File: src/rtl/multicycle_ctrl_fsm_if.sv
// Control bundle between instruction register/datapath and the multicycle controller.
// Counter signals exist only when CTRL_PERF_CNT_EN is defined.
interface multicycle_ctrl_fsm_if;
    logic [3:0] Cond;
    logic [1:0] Op;
    logic [5:0] Funct;
    logic [3:0] Rd;
    logic [3:0] ALUFlags;
    logic       PCWrite;
    logic       IRWrite;
    logic       AdrSrc;
    logic       MemWrite;
    logic       RegWrite;
    logic [1:0] RegSrc;
    logic [1:0] ImmSrc;
    logic [1:0] ALUSrcA;
    logic [1:0] ALUSrcB;
    logic [1:0] ALUControl;
    logic [1:0] ResultSrc;
    logic [3:0] Flags;
`ifdef CTRL_PERF_CNT_EN
    logic [31:0] CycleCnt;
    logic [31:0] InstrCnt;

    modport master (
        output Cond, Op, Funct, Rd, ALUFlags,
        input  PCWrite, IRWrite, AdrSrc, MemWrite, RegWrite,
        input  RegSrc, ImmSrc, ALUSrcA, ALUSrcB, ALUControl,
        input  ResultSrc, Flags, CycleCnt, InstrCnt
    );
    modport slave (
        input  Cond, Op, Funct, Rd, ALUFlags,
        output PCWrite, IRWrite, AdrSrc, MemWrite, RegWrite,
        output RegSrc, ImmSrc, ALUSrcA, ALUSrcB, ALUControl,
        output ResultSrc, Flags, CycleCnt, InstrCnt
    );
`else
    modport master (
        output Cond, Op, Funct, Rd, ALUFlags,
        input  PCWrite, IRWrite, AdrSrc, MemWrite, RegWrite,
        input  RegSrc, ImmSrc, ALUSrcA, ALUSrcB, ALUControl,
        input  ResultSrc, Flags
    );
    modport slave (
        input  Cond, Op, Funct, Rd, ALUFlags,
        output PCWrite, IRWrite, AdrSrc, MemWrite, RegWrite,
        output RegSrc, ImmSrc, ALUSrcA, ALUSrcB, ALUControl,
        output ResultSrc, Flags
    );
`endif
endinterface

File: src/rtl/multicycle_ctrl_fsm.sv
// Multicycle ARM-subset controller: Moore FSM, NZCV flags, condition gating.
// Optional perf counters (CycleCnt/InstrCnt) when CTRL_PERF_CNT_EN is defined.
module multicycle_ctrl_fsm (
    input  logic                  clk,
    input  logic                  rst_n,
    multicycle_ctrl_fsm_if.slave  bus
);
    typedef enum logic [3:0] {
        S_FETCH, S_DECODE, S_MEMADR, S_MEMRD, S_MEMWB,
        S_MEMWR, S_EXECR, S_EXECI, S_ALUWB, S_BRANCH
    } state_t;

    state_t     r_state;
    state_t     w_next;
    logic       r_cond;
    logic [3:0] r_flags;

    logic [3:0] w_cmd;
    logic       w_c, w_n, w_v, w_z, w_ge;
    logic       w_cond, w_arith, w_logic, w_nowrite, w_rd15;
    logic [1:0] w_flagw, w_alu_dec;
    logic       w_pcw, w_irw, w_adr, w_memw, w_regw;
    logic [1:0] w_srca, w_srcb, w_alu, w_res;

    assign w_cmd     = bus.Funct[4:1];
    assign w_c       = r_flags[3];
    assign w_n       = r_flags[2];
    assign w_v       = r_flags[1];
    assign w_z       = r_flags[0];
    assign w_ge      = (w_n == w_v);
    assign w_arith   = (w_cmd == 4'b0100) || (w_cmd == 4'b0010)
                    || (w_cmd == 4'b1010);
    assign w_logic   = (w_cmd == 4'b0000) || (w_cmd == 4'b1100);
    assign w_nowrite = (w_cmd == 4'b1010);
    assign w_rd15    = (bus.Rd == 4'd15);
    assign w_flagw   = {bus.Funct[0] & (w_arith | w_logic),
                        bus.Funct[0] & w_arith};

    // Condition field evaluated against the current flags register
    always_comb begin
        w_cond = 1'b0;
        case (bus.Cond)
            4'b0000: w_cond = w_z;
            4'b0001: w_cond = ~w_z;
            4'b0010: w_cond = w_c;
            4'b0011: w_cond = ~w_c;
            4'b0100: w_cond = w_n;
            4'b0101: w_cond = ~w_n;
            4'b0110: w_cond = w_v;
            4'b0111: w_cond = ~w_v;
            4'b1000: w_cond = w_c & ~w_z;
            4'b1001: w_cond = ~(w_c & ~w_z);
            4'b1010: w_cond = w_ge;
            4'b1011: w_cond = ~w_ge;
            4'b1100: w_cond = ~w_z & w_ge;
            4'b1101: w_cond = ~(~w_z & w_ge);
            4'b1110: w_cond = 1'b1;
            default: w_cond = 1'b0;
        endcase
    end

    // ALU operation for data-processing execute states
    always_comb begin
        w_alu_dec = 2'b00;
        case (w_cmd)
            4'b0100: w_alu_dec = 2'b00;
            4'b0010: w_alu_dec = 2'b01;
            4'b1010: w_alu_dec = 2'b01;
            4'b0000: w_alu_dec = 2'b10;
            4'b1100: w_alu_dec = 2'b11;
            default: w_alu_dec = 2'b00;
        endcase
    end

    // Next-state selection
    always_comb begin
        w_next = S_FETCH;
        case (r_state)
            S_FETCH: w_next = S_DECODE;
            S_DECODE: begin
                case (bus.Op)
                    2'b01:   w_next = S_MEMADR;
                    2'b00:   w_next = bus.Funct[5] ? S_EXECI : S_EXECR;
                    2'b10:   w_next = S_BRANCH;
                    default: w_next = S_FETCH;
                endcase
            end
            S_MEMADR: w_next = bus.Funct[0] ? S_MEMRD : S_MEMWR;
            S_MEMRD:  w_next = S_MEMWB;
            S_EXECR:  w_next = S_ALUWB;
            S_EXECI:  w_next = S_ALUWB;
            default:  w_next = S_FETCH;
        endcase
    end

    // State, latched condition and flags register
    always_ff @(posedge clk or negedge rst_n) begin
        if (!rst_n) begin
            r_state <= S_FETCH;
            r_cond  <= 1'b0;
            r_flags <= 4'b0000;
        end else begin
            r_state <= w_next;
            if (r_state == S_DECODE)
                r_cond <= w_cond;
            if ((r_state == S_EXECR || r_state == S_EXECI) && r_cond) begin
                if (w_flagw[1]) begin
                    r_flags[2] <= bus.ALUFlags[2];
                    r_flags[0] <= bus.ALUFlags[0];
                end
                if (w_flagw[0]) begin
                    r_flags[3] <= bus.ALUFlags[3];
                    r_flags[1] <= bus.ALUFlags[1];
                end
            end
        end
    end

    // Moore controls per state, writes gated by the latched condition
    always_comb begin
        w_pcw  = 1'b0;
        w_irw  = 1'b0;
        w_adr  = 1'b0;
        w_memw = 1'b0;
        w_regw = 1'b0;
        w_srca = 2'd0;
        w_srcb = 2'd0;
        w_alu  = 2'b00;
        w_res  = 2'd0;
        case (r_state)
            S_FETCH: begin
                w_irw  = 1'b1;
                w_pcw  = 1'b1;
                w_srca = 2'd1;
                w_srcb = 2'd2;
                w_res  = 2'd2;
            end
            S_DECODE: begin
                w_srca = 2'd1;
                w_srcb = 2'd2;
                w_res  = 2'd2;
            end
            S_MEMADR: w_srcb = 2'd1;
            S_MEMRD:  w_adr  = 1'b1;
            S_MEMWB: begin
                w_res  = 2'd1;
                w_regw = r_cond & ~w_nowrite;
                w_pcw  = r_cond & w_rd15;
            end
            S_MEMWR: begin
                w_adr  = 1'b1;
                w_memw = r_cond;
            end
            S_EXECR: w_alu = w_alu_dec;
            S_EXECI: begin
                w_srcb = 2'd1;
                w_alu  = w_alu_dec;
            end
            S_ALUWB: begin
                w_regw = r_cond & ~w_nowrite;
                w_pcw  = r_cond & w_rd15;
            end
            S_BRANCH: begin
                w_srcb = 2'd1;
                w_res  = 2'd2;
                w_pcw  = r_cond;
            end
            default: ;
        endcase
    end

    // Write enables held low while reset is asserted
    assign bus.PCWrite    = w_pcw & rst_n;
    assign bus.IRWrite    = w_irw & rst_n;
    assign bus.MemWrite   = w_memw & rst_n;
    assign bus.RegWrite   = w_regw & rst_n;
    assign bus.AdrSrc     = w_adr;
    assign bus.ALUSrcA    = w_srca;
    assign bus.ALUSrcB    = w_srcb;
    assign bus.ALUControl = w_alu;
    assign bus.ResultSrc  = w_res;
    assign bus.ImmSrc     = bus.Op;
    assign bus.RegSrc     = {bus.Op == 2'b01, bus.Op == 2'b10};
    assign bus.Flags      = r_flags;

`ifdef CTRL_PERF_CNT_EN
    logic [31:0] r_cyc;
    logic [31:0] r_ins;

    // Cycle count and retired-instruction count (entries into FETCH)
    always_ff @(posedge clk or negedge rst_n) begin
        if (!rst_n) begin
            r_cyc <= 32'd0;
            r_ins <= 32'd0;
        end else begin
            r_cyc <= r_cyc + 32'd1;
            if (w_next == S_FETCH)
                r_ins <= r_ins + 32'd1;
        end
    end

    assign bus.CycleCnt = r_cyc;
    assign bus.InstrCnt = r_ins;
`endif
endmodule

File: src/flat_wrapper.sv
// flat-port wrapper written by rule: the top's interface ports become plain ports
module multicycle_ctrl_fsm_flat 
  (clk, rst_n, bus_Cond, bus_Op, bus_Funct, bus_Rd, bus_ALUFlags, bus_PCWrite, bus_IRWrite, bus_AdrSrc, bus_MemWrite, bus_RegWrite, bus_RegSrc, bus_ImmSrc, bus_ALUSrcA, bus_ALUSrcB, bus_ALUControl, bus_ResultSrc, bus_Flags);
  multicycle_ctrl_fsm_if bus_i ();
  input  logic clk;
  input  logic rst_n;
  input wire logic [$bits(bus_i.Cond)-1:0] bus_Cond;
  input wire logic [$bits(bus_i.Op)-1:0] bus_Op;
  input wire logic [$bits(bus_i.Funct)-1:0] bus_Funct;
  input wire logic [$bits(bus_i.Rd)-1:0] bus_Rd;
  input wire logic [$bits(bus_i.ALUFlags)-1:0] bus_ALUFlags;
  output wire logic [$bits(bus_i.PCWrite)-1:0] bus_PCWrite;
  output wire logic [$bits(bus_i.IRWrite)-1:0] bus_IRWrite;
  output wire logic [$bits(bus_i.AdrSrc)-1:0] bus_AdrSrc;
  output wire logic [$bits(bus_i.MemWrite)-1:0] bus_MemWrite;
  output wire logic [$bits(bus_i.RegWrite)-1:0] bus_RegWrite;
  output wire logic [$bits(bus_i.RegSrc)-1:0] bus_RegSrc;
  output wire logic [$bits(bus_i.ImmSrc)-1:0] bus_ImmSrc;
  output wire logic [$bits(bus_i.ALUSrcA)-1:0] bus_ALUSrcA;
  output wire logic [$bits(bus_i.ALUSrcB)-1:0] bus_ALUSrcB;
  output wire logic [$bits(bus_i.ALUControl)-1:0] bus_ALUControl;
  output wire logic [$bits(bus_i.ResultSrc)-1:0] bus_ResultSrc;
  output wire logic [$bits(bus_i.Flags)-1:0] bus_Flags;
  assign bus_i.Cond = bus_Cond;
  assign bus_i.Op = bus_Op;
  assign bus_i.Funct = bus_Funct;
  assign bus_i.Rd = bus_Rd;
  assign bus_i.ALUFlags = bus_ALUFlags;
  assign bus_PCWrite = bus_i.PCWrite;
  assign bus_IRWrite = bus_i.IRWrite;
  assign bus_AdrSrc = bus_i.AdrSrc;
  assign bus_MemWrite = bus_i.MemWrite;
  assign bus_RegWrite = bus_i.RegWrite;
  assign bus_RegSrc = bus_i.RegSrc;
  assign bus_ImmSrc = bus_i.ImmSrc;
  assign bus_ALUSrcA = bus_i.ALUSrcA;
  assign bus_ALUSrcB = bus_i.ALUSrcB;
  assign bus_ALUControl = bus_i.ALUControl;
  assign bus_ResultSrc = bus_i.ResultSrc;
  assign bus_Flags = bus_i.Flags;
  multicycle_ctrl_fsm u_core (.clk(clk), .rst_n(rst_n), .bus(bus_i));
endmodule
File: config.mk
export PLATFORM = sky130hd
export DESIGN_NAME = multicycle_ctrl_fsm_flat
export DESIGN_NICKNAME = d
export VERILOG_FILES = /design/src/rtl/multicycle_ctrl_fsm_if.sv /design/src/rtl/multicycle_ctrl_fsm.sv /design/src/flat_wrapper.sv
export SDC_FILE = /design/constraint.sdc
export NUM_CORES = 1
export LEC_CHECK = 0
export ABC_AREA = 1
export BUFFER_PORTS_ARGS = -buffer_cell sky130_fd_sc_hd__buf_2
export CAP_MARGIN = 20
export CELL_PAD_IN_SITES_DETAIL_PLACEMENT = 0
export CELL_PAD_IN_SITES_GLOBAL_PLACEMENT = 1
export CORE_AREA = 2 2 66 52
export CTS_BUF_LIST = sky130_fd_sc_hd__clkbuf_4 sky130_fd_sc_hd__clkbuf_8
export DETAILED_ROUTE_END_ITERATION = 6
export DIE_AREA = 0 0 68 54
export PLACE_DENSITY_LB_ADDON = 0.1
export SKIP_CTS_REPAIR_TIMING = 1
export SYNTH_ARGS = -nofsm -noshare
export SYNTH_HDL_FRONTEND = slang
export SYNTH_SLANG_ARGS = --single-unit
File: constraint.sdc
create_clock -name clk -period 1.3 [get_ports clk]
set_input_delay 0.065 -clock clk [delete_from_list [all_inputs] [get_ports clk]]
set_output_delay 0.065 -clock clk [all_outputs]
set_load 0.02 [all_outputs]
==> results_dict.tcl <==
set metrics [dict create \
    status "complete, but fails checks" \
    violations "negative setup slack" \
    ant_nets 0 \
    numCtsBuffers 3 \
    p_sw_share_pct 48.7 \
    dr.pass1.iters 4 \
    wl_per_cell_um 10.4 \
    grt_overflow 0 \
    powerDensity_nw_per_um2 1600 \
    met3_usage_pct 5.02 \
    vias 1056 \
    setup_viol 8 \
    cp.arrival_ps 1380 \
    grt_pass1_vias 812 \
    synth_cells 153 \
    path_class "register to output pin" \
    ys_types 22 \
    min_path_type "input port to register" \
    p_comb_share_pct 57.3 \
    fmax_mhz 690 \
    critPathMaxFanout 4 \
    rsz0062_at_grt "true" \
    dpl_cell_area_um2 1110 \
    p_leak_nw 0.683 \
    fin_area_um2 1230 \
    peakVddDrop_uv 1200 \
    path_common_cell "nor2_2" \
    clock_path_buffers 2 \
    use_met2_pct 18.6 \
    fp-row-count 18 \
    post_drt_via_cell_ratio 4.46 \
    hpwlAfterDp_um 2040 \
    drc 0 \
    fillers 374 \
    avgSynthCellArea_um2 5.72 \
    htree_levels 1 \
    yosysWarnings 0 \
    stdcell_count 237 \
    seq_power_share_pct 25.9 \
    initial_utilization_pct 28.1 \
    cts-root-buf "clkbuf_8" \
    use_met1_pct 20.7 \
    tritoncts "done" \
    hold_ws_ps 65.0 \
    drive_above_1_share_pct 37.1 \
    worstSetupEndpointType "output pin" \
    hold_viol 0 \
    p_sw_uw 956 \
    power_mw 1.96 \
    routed_wl_um 2460 \
    fin_util_pct 39.5 \
    clkLatencyLatePin_ps 220 \
    ys_ff_latch 9 \
    place_congestion 0.803 \
    fin_ws_ps -150 \
    finClkSkew_ps 1.51 \
    placed_cells 232 \
    clock-sinks 9 \
    path_clk_slew_ps 40 \
    nets 220 \
    die_area_um2 3670 \
    maxCapViolCount 0 \
    fin_crit_ps 1450 \
    mappedNetlistArea_um2 875 \
    first_iter_violations 39 \
    grt_first_pass_wirelength_um 3700 \
    final_max_slew_viol_count 0 \
    grt_start_max_net_pins 12 \
    syn-num-nets 175 \
    p_clk_share_pct 16.8 \
    critPathLaunchType "register" \
    grt_busiest_layer "met1" \
    antenna_found_initial 0 \
    most-common-layout-cells "nand2_1 (41), buf_2 (36), nor2_1 (23)" \
    slowest_stage "dfrtp_2" \
    final.period_utilization_pct 112 \
    multiInputGateArea_um2 557 \
    antenna_cells 0 \
    track_usage_pct 13.6 \
    num_io_pins 43 \
    core_um2 3110 \
    die_h_um 54 \
    required_ps 1240 \
    cp_cell_sequence "nor2_2, inv_2, nor2_2, nand2_1, o311ai_1, buf_2" \
    place.port_buffers 41 \
    cpPeakStageDelay_ps 430 \
    area_delta_synth_final_pct 40.2 \
    synth_seq_area_share_pct 25.8 \
    p_int_mw 1.01 \
    layout_commonest_cell "nand2_1" \
    seqCellArea_um2 230 \
    die_w_um 68 \
]
metrics by stage:
stage                     setup WS [ps]  TNS, ps
after detailed placement           57.9        0
after global routing               -260    -1460
after CTS                          -192     -672
after floorplan                    11.8        0
final                              -150     -453
after global placement             19.5        0
kinds of logic (layout without fill, tap and decap cells):
group | count (synthesis) | in the layout | synth area share (%)
flops | 9 | 9 | 25.8
compound gates | 15 | 15 | 9.59
simple gates | 98 | 98 | 49.2
other cells | 1 | 1 | 0.429
buf+inv | 30 | 74 | 15.0
area by class of cell:
type,instances,area share (%)
clock buffers,4,3.98
inverters,26,7.96
multi-input cells,114,45.4
well taps,40,4.08
repair buffers,44,19.8
flip-flops and latches,9,18.8
registers in the layout, indices dropped and copies added, names as in the netlist:
name              cells
u_core.bus.Flags      4
u_core.r_cond         1
u_core.r_state        4
power by group through the flow:
stage	clock network (mW)	registers, mW	logic [mW]
after floorplan	0	0.477	0.680
after global placement	0	0.480	1.03
after detailed placement	0	0.481	1.02
after CTS	0.348	0.478	1.03
after global routing	0.373	0.526	1.24
final	0.330	0.508	1.13
routing by layer:
metal | up-vias | part of all wire, %
li1 | 560 | -
met1 | 466 | 51
met2 | 30 | 41
met3 | 0 | 7.3
met4 | 0 | 0
met5 | - | 0
critical path: cells and delay by family (launching register included):
family | cells | cell delay [ps]
flops | 1 | 430
buf+inv | 2 | 280
simple gates | 3 | 380
compound gates | 1 | 70
cell usage after synthesis (all sizes together):
| cell type | n | area [um2] |
|---|---|---|
| nor3 | 4 | 25.0 |
| buf | 4 | 33.8 |
| nand3 | 16 | 85.1 |
| o311ai | 1 | 8.76 |
| conb | 1 | 3.75 |
| nand2 | 45 | 176 |
| o22ai | 2 | 12.5 |
| inv | 26 | 97.6 |
| o21ai | 5 | 25.0 |
| dfrtp | 9 | 225 |
| a21oi | 6 | 30.0 |
| nand4 | 2 | 12.5 |
| nor2 | 31 | 131 |
| o31ai | 1 | 7.51 |
final timing paths:
check | start | end | slack [ps] | cells after the start
max | u_core.r_state[2] | bus_ALUSrcB[0] | -150 | 6
min | bus_Op[0] | u_core.r_state[2] | 60 | 2
max reg2reg | u_core.bus.Flags[1] | u_core.r_cond | 100 | 9
min reg2reg | u_core.r_state[0] | u_core.r_state[0] | 540 | 1
max in group asynchronous | rst_n | u_core.r_state[1] | 620 | 2
min in group asynchronous | rst_n | u_core.bus.Flags[2] | 350 | 2
No activity file was read; power rests on OpenSTA's default activity.
